$ cat config.mk
export PLATFORM = sky130hd
export DESIGN_NAME = fp_divider_flat
export DESIGN_NICKNAME = d
export VERILOG_FILES = /design/src/rtl/fp_divider_if.sv /design/src/rtl/fp_divider.sv /design/src/flat_wrapper.sv
export SDC_FILE = /design/constraint.sdc
export NUM_CORES = 1
export LEC_CHECK = 0
export ABC_AREA = 0
export BUFFER_PORTS_ARGS = -buffer_cell sky130_fd_sc_hd__buf_4
export CAP_MARGIN = 20
export CELL_PAD_IN_SITES_DETAIL_PLACEMENT = 2
export CELL_PAD_IN_SITES_GLOBAL_PLACEMENT = 2
export CORE_UTILIZATION = 32
export CTS_CLUSTER_SIZE = 14
export DETAILED_ROUTE_END_ITERATION = 16
export GPL_TIMING_DRIVEN = 0
export PLACE_DENSITY = 0.8
export SLEW_MARGIN = 20
export SYNTH_ARGS = -nofsm -noshare
export SYNTH_HDL_FRONTEND = slang
export SYNTH_SLANG_ARGS = --single-unit
$ cat constraint.sdc
create_clock -name clk -period 3 [get_ports clk]
set_input_delay 0.45 -clock clk [delete_from_list [all_inputs] [get_ports clk]]
set_output_delay 0.45 -clock clk [all_outputs]
set_load 0.005 [all_outputs]
$ cat src/rtl/fp_divider_if.sv
// Start/valid handshake bundle between a requester and the fixed-point divider.
interface fp_divider_if #(
    parameter int DATA_WIDTH = 32
);
    logic                  i_start;
    logic [DATA_WIDTH-1:0] din_1;
    logic [DATA_WIDTH-1:0] din_2;
    logic                  o_busy;
    logic                  o_valid;
    logic [DATA_WIDTH-1:0] dout;
    logic                  o_div_zero;
    logic                  o_ovf;

    // Handshake: i_start is taken on a rising edge only while o_busy=0; o_valid is a
    // one-cycle pulse and dout/o_div_zero/o_ovf hold their value until the next result.
    modport master (
        output i_start, din_1, din_2,
        input  o_busy, o_valid, dout, o_div_zero, o_ovf
    );

    modport slave (
        input  i_start, din_1, din_2,
        output o_busy, o_valid, dout, o_div_zero, o_ovf
    );
endinterface

$ cat src/rtl/fp_divider.sv
// Sequential signed fixed-point divider: restoring radix-2 on magnitudes, one quotient
// bit per clock, then sign, saturation and divide-by-zero handling.
module fp_divider #(
    parameter int DATA_WIDTH      = 32,
    parameter int FRACTIONAL_BITS = 16
) (
    input  logic        clk,
    input  logic        rst_n,
    fp_divider_if.slave bus,
    output logic [1:0]  dbg_state
);
    localparam int N  = DATA_WIDTH + FRACTIONAL_BITS;
    localparam int CW = $clog2(N + 1);
    localparam logic [DATA_WIDTH-1:0] MAX_POS = {1'b0, {(DATA_WIDTH-1){1'b1}}};
    localparam logic [DATA_WIDTH-1:0] MIN_NEG = {1'b1, {(DATA_WIDTH-1){1'b0}}};
    localparam logic [N-1:0] POS_LIM = {{(FRACTIONAL_BITS+1){1'b0}}, {(DATA_WIDTH-1){1'b1}}};
    localparam logic [N-1:0] NEG_LIM = {{FRACTIONAL_BITS{1'b0}}, MIN_NEG};

    typedef enum logic [1:0] {
        IDLE = 2'd0,
        CALC = 2'd1,
        DONE = 2'd2
    } state_t;

    state_t                state_q, state_d;
    logic [CW-1:0]         cnt_q, cnt_d;
    logic [N-1:0]          d_q, d_d;
    logic [N-1:0]          q_q, q_d;
    logic [DATA_WIDTH:0]   r_q, r_d;
    logic [DATA_WIDTH-1:0] b_q, b_d;
    logic [DATA_WIDTH-1:0] dout_q, dout_d;
    logic                  neg_q, neg_d;
    logic                  a_neg_q, a_neg_d;
    logic                  dz_q, dz_d;
    logic                  div_zero_q, div_zero_d;
    logic                  ovf_q, ovf_d;

    logic [DATA_WIDTH-1:0] a_abs, b_abs, q_low;
    logic [DATA_WIDTH+1:0] r_sh, r_sub;
    logic                  r_ge;

    always_comb begin
        state_d    = state_q;
        cnt_d      = cnt_q;
        d_d        = d_q;
        q_d        = q_q;
        r_d        = r_q;
        b_d        = b_q;
        dout_d     = dout_q;
        neg_d      = neg_q;
        a_neg_d    = a_neg_q;
        dz_d       = dz_q;
        div_zero_d = div_zero_q;
        ovf_d      = ovf_q;

        a_abs = bus.din_1[DATA_WIDTH-1] ? -bus.din_1 : bus.din_1;
        b_abs = bus.din_2[DATA_WIDTH-1] ? -bus.din_2 : bus.din_2;
        // r always stays below b, so shifting in one dividend bit cannot lose information.
        r_sh  = {r_q, d_q[N-1]};
        r_ge  = r_sh >= {2'b00, b_q};
        r_sub = r_sh - {2'b00, b_q};
        q_low = q_q[DATA_WIDTH-1:0];

        unique case (state_q)
            IDLE: begin
                if (bus.i_start) begin
                    d_d     = {a_abs, {FRACTIONAL_BITS{1'b0}}};
                    b_d     = b_abs;
                    r_d     = '0;
                    q_d     = '0;
                    neg_d   = bus.din_1[DATA_WIDTH-1] ^ bus.din_2[DATA_WIDTH-1];
                    a_neg_d = bus.din_1[DATA_WIDTH-1];
                    dz_d    = (bus.din_2 == '0);
                    // A zero divisor skips the iterations and resolves on the next edge.
                    cnt_d   = (bus.din_2 == '0) ? '0 : CW'(N);
                    state_d = CALC;
                end
            end
            CALC: begin
                if (cnt_q != '0) begin
                    r_d   = r_ge ? (DATA_WIDTH+1)'(r_sub) : (DATA_WIDTH+1)'(r_sh);
                    q_d   = {q_q[N-2:0], r_ge};
                    d_d   = {d_q[N-2:0], 1'b0};
                    cnt_d = cnt_q - CW'(1);
                end else begin
                    state_d    = DONE;
                    div_zero_d = 1'b0;
                    ovf_d      = 1'b0;
                    if (dz_q) begin
                        dout_d     = a_neg_q ? MIN_NEG : MAX_POS;
                        div_zero_d = 1'b1;
                    end else if (!neg_q && (q_q > POS_LIM)) begin
                        dout_d = MAX_POS;
                        ovf_d  = 1'b1;
                    end else if (neg_q && (q_q > NEG_LIM)) begin
                        dout_d = MIN_NEG;
                        ovf_d  = 1'b1;
                    end else begin
                        dout_d = neg_q ? -q_low : q_low;
                    end
                end
            end
            DONE: begin
                state_d = IDLE;
            end
            default: begin
                state_d = IDLE;
            end
        endcase
    end

    always_ff @(posedge clk) begin
        if (!rst_n) begin
            state_q    <= IDLE;
            cnt_q      <= '0;
            d_q        <= '0;
            q_q        <= '0;
            r_q        <= '0;
            b_q        <= '0;
            dout_q     <= '0;
            neg_q      <= 1'b0;
            a_neg_q    <= 1'b0;
            dz_q       <= 1'b0;
            div_zero_q <= 1'b0;
            ovf_q      <= 1'b0;
        end else begin
            state_q    <= state_d;
            cnt_q      <= cnt_d;
            d_q        <= d_d;
            q_q        <= q_d;
            r_q        <= r_d;
            b_q        <= b_d;
            dout_q     <= dout_d;
            neg_q      <= neg_d;
            a_neg_q    <= a_neg_d;
            dz_q       <= dz_d;
            div_zero_q <= div_zero_d;
            ovf_q      <= ovf_d;
        end
    end

    assign bus.o_busy     = (state_q != IDLE);
    assign bus.o_valid    = (state_q == DONE);
    assign bus.dout       = dout_q;
    assign bus.o_div_zero = div_zero_q;
    assign bus.o_ovf      = ovf_q;
    assign dbg_state      = state_q;
endmodule

$ cat src/flat_wrapper.sv
// flat-port wrapper written by rule: the top's interface ports become plain ports
module fp_divider_flat 
#(
    parameter int DATA_WIDTH      = 32,
    parameter int FRACTIONAL_BITS = 16
)
  (clk, rst_n, dbg_state, bus_i_start, bus_din_1, bus_din_2, bus_o_busy, bus_o_valid, bus_dout, bus_o_div_zero, bus_o_ovf);
  fp_divider_if #(.DATA_WIDTH(DATA_WIDTH)) bus_i ();
  input  logic clk;
  input  logic rst_n;
  output logic [1:0] dbg_state;
  input wire logic [$bits(bus_i.i_start)-1:0] bus_i_start;
  input wire logic [$bits(bus_i.din_1)-1:0] bus_din_1;
  input wire logic [$bits(bus_i.din_2)-1:0] bus_din_2;
  output wire logic [$bits(bus_i.o_busy)-1:0] bus_o_busy;
  output wire logic [$bits(bus_i.o_valid)-1:0] bus_o_valid;
  output wire logic [$bits(bus_i.dout)-1:0] bus_dout;
  output wire logic [$bits(bus_i.o_div_zero)-1:0] bus_o_div_zero;
  output wire logic [$bits(bus_i.o_ovf)-1:0] bus_o_ovf;
  assign bus_i.i_start = bus_i_start;
  assign bus_i.din_1 = bus_din_1;
  assign bus_i.din_2 = bus_din_2;
  assign bus_o_busy = bus_i.o_busy;
  assign bus_o_valid = bus_i.o_valid;
  assign bus_dout = bus_i.dout;
  assign bus_o_div_zero = bus_i.o_div_zero;
  assign bus_o_ovf = bus_i.o_ovf;
  fp_divider #(.DATA_WIDTH(DATA_WIDTH), .FRACTIONAL_BITS(FRACTIONAL_BITS)) u_core (.clk(clk), .rst_n(rst_n), .bus(bus_i), .dbg_state(dbg_state));
endmodule
# Word-level counts from Yosys, hierarchy flattened

Cells that the tools add are included.

Bits in registers: 206
Bits in latches: 0
Memory bits (writable): 0
Memory bits (read-only): 0
Input port bits: 67
Logic and storage cells: 67
Memories kept: 0

$add $sub $neg: 5
$mul: 0
Divide/modulo/power cells: 0
$lt $le $gt $ge: 3
Eq/ne operators: 5
Shift-type cells: 0
Multiplexer cells: 28
Bitwise gates (word level): 2
Reductions and logical operators: 12

Operators with widths:

| operator                                                               | number |
|---|---|
| 32-bit two-way mux                                                     | 7 |
| 48-bit two-way mux                                                     | 4 |
| 48-bit one-hot mux with 2 select lines                                 | 2 |
| 33-bit two-way mux                                                     | 3 |
| 32-bit negator                                                         | 3 |
| 33-bit one-hot mux with 2 select lines                                 | 1 |
| 48-bit by 31-bit > comparator with 1-bit output, second input constant | 1 |
| 48-bit by 32-bit > comparator with 1-bit output, second input constant | 1 |
| 34-bit by 32-bit >= comparator with 1-bit output                       | 1 |
| 33-bit by 32-bit subtractor with 33-bit output                         | 1 |
| 32-bit zero test                                                       | 1 |
| 6-bit two-way mux                                                      | 3 |
| 6-bit one-hot mux with 2 select lines                                  | 1 |
| 2-bit AND reduction                                                    | 3 |
| 6-bit nonzero test                                                     | 1 |
| 6-bit by 1-bit subtractor with 6-bit output, second input constant     | 1 |
| 1-bit two-way mux                                                      | 4 |
| 2-bit two-way mux                                                      | 2 |
| 2-bit != test, second input constant                                   | 2 |
| 2-bit one-hot mux with 2 select lines                                  | 1 |
| 2-bit nonzero test                                                     | 2 |
| 3-bit AND reduction                                                    | 1 |
| 2-bit by 1-bit equality test with 1-bit output, second input constant  | 1 |
| 2-bit equality test, second input constant                             | 1 |
| 6 further kinds                                                        | 7 |

# Depth between registers and ports, before layout

Depth in word-level cells: 5
Depth in mapped cells: 14

# Least setup slack after synthesis

OpenSTA, ideal clock, no wires.

Path type: input to register
Start point: input port bus_din_1[1]
End point: register u_core.d_q[36]
Library setup time: 0.128 ns
Data arrival time: 2.781 ns
Path slack: 0.091 ns
Stages: 10
Path buffers: 0
Path through: inv_1 ha_1 or4b_2 or4_1 or2_2 o31ai_1 xor2_1 a211oi_1 a21oi_1 nor2_1

Cells in the longest elaborated chain, start to end: 4

RTL lines:

| what                                   | RTL line           | source |
|---|---|---|
| start, declared                        | flat_wrapper.sv:13 | `input wire logic [$bits(bus_i.din_1)-1:0] bus_din_1;` |
| 32-bit negator                         | fp_divider.sv:56   | `a_abs = bus.din_1[DATA_WIDTH-1] ? -bus.din_1 : bus.din_1;` |
| 32-bit two-way mux                     | fp_divider.sv:56   |  |
| 48-bit two-way mux                     | fp_divider.sv:66   | `if (bus.i_start) begin` |
| 48-bit one-hot mux with 2 select lines | fp_divider.sv:64   | `unique case (state_q)` |
| end signal, assigned                   | fp_divider.sv:116  | `d_q <= '0;` |
| end signal, assigned                   | fp_divider.sv:129  | `d_q <= d_d;` |
| end, declared                          | fp_divider.sv:27   | `logic [N-1:0] d_q, d_d;` |

No other way between the ends. The select of a mux whose other input is x is not followed.
A chain may end at the register's enable or synchronous reset.

# Worst setup path in the final report

Start point: register u_core.q_q[15]
End point: register u_core.dout_q[23], in the netlist u_core.bus.dout[23]

Cells in the longest elaborated chain, start to end: 5
Elaborated cells between the ends (all ways): 9
Classes of those cells: add/sub (1); order compare (2); mux (4); reduce/logical (2)

RTL lines:

| what                                                                                     | RTL line                           | source |
|---|---|---|
| start, declared                                                                          | fp_divider.sv:28                   | `logic [N-1:0] q_q, q_d;` |
| start signal, assigned                                                                   | fp_divider.sv:130                  | `q_q <= q_d;` |
| 32-bit negator / 48-bit by 32-bit > comparator with 1-bit output (equally long branches) | fp_divider.sv:99, fp_divider.sv:95 |  |
| 32-bit two-way mux / 1-bit logical AND (equally long branches)                           | fp_divider.sv:99, fp_divider.sv:95 |  |
| 32-bit two-way mux                                                                       | fp_divider.sv:95                   | `end else if (neg_q && (q_q > NEG_LIM)) begin` |
| 32-bit two-way mux (*)                                                                   | fp_divider.sv:92                   | `end else if (!neg_q && (q_q > POS_LIM)) begin` |
| 32-bit two-way mux (*)                                                                   | fp_divider.sv:89                   | `if (dz_q) begin` |
| end signal, assigned                                                                     | fp_divider.sv:133                  | `dout_q <= dout_d;` |
| end, declared                                                                            | fp_divider.sv:31                   | `logic [DATA_WIDTH-1:0] dout_q, dout_d;` |

Every way passes the cells marked *; elsewhere a longest branch is shown, timed or not.

==> results.yml <==
route:
  remaining_drc_errors: 0
  post_drt_wl_per_cell_um: 21.7
  antenna_left: 0
  first_pass_iters: 4
  avgViaCountPerCell: 5.64
  wl_um: 44400
  vias: 11600
  drt-initial-drc-count: 520
logic_synthesis:
  ys_ff_latch: 190
  synth_seq_area_share: 0.342
  async_flop_share: 0
  synth_top_cell_area_share: 0.342
  synth_enable_flop_cells: 0
  synthFlopType: "dfxtp_1"
  synth_area_leaders: "dfxtp_1 34%, nand2_1 6.4%, a21oi_1 5.9%"
  syn_area_per_cell_um2: 7.69
  synthDistinctLibCells: 65
  synth_area_um2: 11100
  synth_cells: 1448
  ys_warn_count: 0
  synthesis.nets: 1552
  synth_top_cell_by_area: "dfxtp_1"
clocking:
  cts_made_buffers: 17
  cts-root-buf: "clkbuf_16"
  clock-sinks: 190
  cts_max_level: 4
  tritoncts: "built"
  cts_buffer_depth: 2
  clock_latency_ps: 460
  path_clk_slew_ps: 70
layout:
  diodes: 0
  layout_commonest_cell: "dfxtp_1"
  final_cell_mix: "186 x dfxtp_1, 184 x nand2_1, 126 x buf_4, 116 x o21ai_0, 115 x a21oi_1"
  fin_nets: 1696
  drive_gt1_frac: 0.169
  final-seq-area_um2: 3810
  area_growth_pct: 23.8
  fin_area_um2: 13800
  multi_input_area_um2: 7200
  nFillCells: 3874
floorplanning:
  die-area_um2: 35500
  die_h_um: 189
  io_pins: 105
  core_area_um2: 33900
  initial_core_util: 0.329
  rows: 67
  die_w_um: 189
timing:
  setup_viol: 14
  slew_headroom: 0.305
  skew_ps: 13.4
  layout_min_cycle_time_ps: 3180
  rsz0062_at_grt: "true"
  fin_crit_sh: 1.06
  finalMaxSlewViolations: 0
  worst_slew_pin_slew_ps: 1040
  worst_slack_ps: -183
  maxClockFrequency_mhz: 314
  finalHoldViolations: 0
global_route:
  overflow: 0
  antenna_found_initial: 0
  grt_max_degree: 17
  grt_pass1_vias: 12300
  grt_pass1_wl_um: 68300
  use_met1: 0.310
  use_met2: 0.420
  gr-usage-met3: 0.0341
  gr-max-usage-layer: "met2"
  gr-usage-all-layers: 0.244
worst_setup_path:
  crit_required_ps: 3380
  endpoint_kind: "flip-flop"
  arrival_ps: 3560
  setup.worst_path.start_class: "flip-flop"
  crit_type: "reg2reg"
  cp_max_fo: 7
power_and_ir_drop:
  power_density_nw_per_um2: 543
  static-leakage-power_nw: 5.33
  irDropWorstVdd_v: 0.000412
placement:
  routabilityCongestion: 0.864
  detailedPlacementHpwl_um: 31500
  dpl_cell_area_um2: 12500
  post-place-ws_ps: -912
  portBuffers: 102
run_status:
  violations: "setup timing"
  status: "complete, but fails checks"
min_path:
  hp-class: "in2reg"
flow_run:
  drv_cap: 0
==> worst max-delay path, stage by stage (launching register included) <==
cell,delay (ps)
dfxtp_1,400
or3_1,450
or4_4,530
nor4_4,340
inv_2,60
or3_4,340
a21oi_4,160
a21o_4,240
buf_8,170
o211ai_1,180
a21oi_1,210
==> per-layer routing <==
metal | share of wire | up-vias
met5 | 0 | -
met4 | 0.032 | 0
met3 | 0.025 | 76
met2 | 0.49 | 213
met1 | 0.46 | 5837
li1 | - | 5431
==> cell usage after synthesis (all sizes together), types with 2 or more instances <==
cell     count
dfxtp      190
nand2      189
a21oi      133
o21ai      122
nor2       112
clkbuf      94
xor2        74
nand3       57
inv         51
a211oi      48
xnor2       37
ha          36
mux2i       24
a31oi       23
o31ai       23
a21o        20
a22o        18
nor3        18
or4         18
nor4        16
nand2b      12
o41ai       12
or2         12
or3         12
o211ai      11
o311ai      11
buf          9
nor2b        8
nand3b       7
nand4        6
o21a         6
and2         5
and3         5
a211o        3
a221o        2
nor3b        2
o2111ai      2
o21bai       2
o221ai       2
o22ai        2
==> layout make-up <==
| class | instances | share of cell area |
|---|---|---|
| Buffer | 95 | 0.0315 |
| Clock buffer | 19 | 0.0314 |
| Clock inverter | 9 | 0.00663 |
| Inverter | 52 | 0.0142 |
| Multi-Input combinational cell | 1103 | 0.523 |
| Sequential cell | 190 | 0.277 |
| Tap cell | 448 | 0.0407 |
| Timing Repair Buffer | 133 | 0.0762 |
==> sequential cells by signal, indices dropped and copies added (netlist names) <==
signal	count
u_core.cnt_q	6
u_core.dz_q	1
u_core.q_q	48
u_core.dbg_state	2
u_core.b_q	32
u_core.bus.o_div_zero	1
u_core.bus.dout	32
u_core.a_neg_q	1
u_core.d_q	32
u_core.bus.o_ovf	1
u_core.neg_q	1
u_core.r_q	33
==> stage by stage <==
stage | utilization | std cells | setup TNS, ps | hold slack (ps) | power [mW]
floorplan | - | 1448 | 0 | 418 | 4.18
global placement | 0.368 | 1998 | -30120 | 432 | 4.91
detailed placement | 0.368 | 1998 | -40700 | 450 | 4.99
CTS | 0.396 | 2040 | -1140 | 244 | 7.33
global route | 0.407 | 2049 | -3420 | 264 | 7.86
finish | 0.407 | 2049 | -827 | 262 | 7.48
==> where the power goes <==
group | internal, mW | switching (mW) | leakage [nW]
Sequential | 2.75 | 0.141 | 1.55
Clock | 1.13 | 1.05 | 0.249
Combinational | 0.913 | 1.50 | 3.53
==> kinds of logic (layout without fill, tap and decap cells) <==
family                     Yosys count  count (layout)  synth area share
muxes                               25              25            0.0226
adders and majority gates           37              37            0.0423
xor gates and xnor gates           111             111            0.0873
AOI/OAI and AO/OA                  449             449             0.252
DFF                                190             190             0.342
buffers and inverters              155             308            0.0541
and+or+nand+nor                    481             481             0.201
==> final timing paths <==
path | from | slack, ps | cells past startpoint | to
min reg2reg | u_core.b_q[29] | 460 | 2 | u_core.b_q[29]
max | u_core.q_q[15] | -180 | 10 | u_core.bus.dout[23]
max reg2reg | u_core.q_q[15] | -180 | 10 | u_core.bus.dout[23]
min | bus_din_1[0] | 260 | 3 | u_core.d_q[16]
==> repair_timing <==
item / CTS / global route
resized for setup: 72 / 80
endpoints found under the setup margin: 107 / 112
hold buffers: 0 / 0
gates cloned: 1 / 0
pin swaps: 17 / 18
endpoints found under the hold margin: 0 / 0
buffers inserted: 16 / 16
No activity file was read; power rests on OpenSTA's default activity.
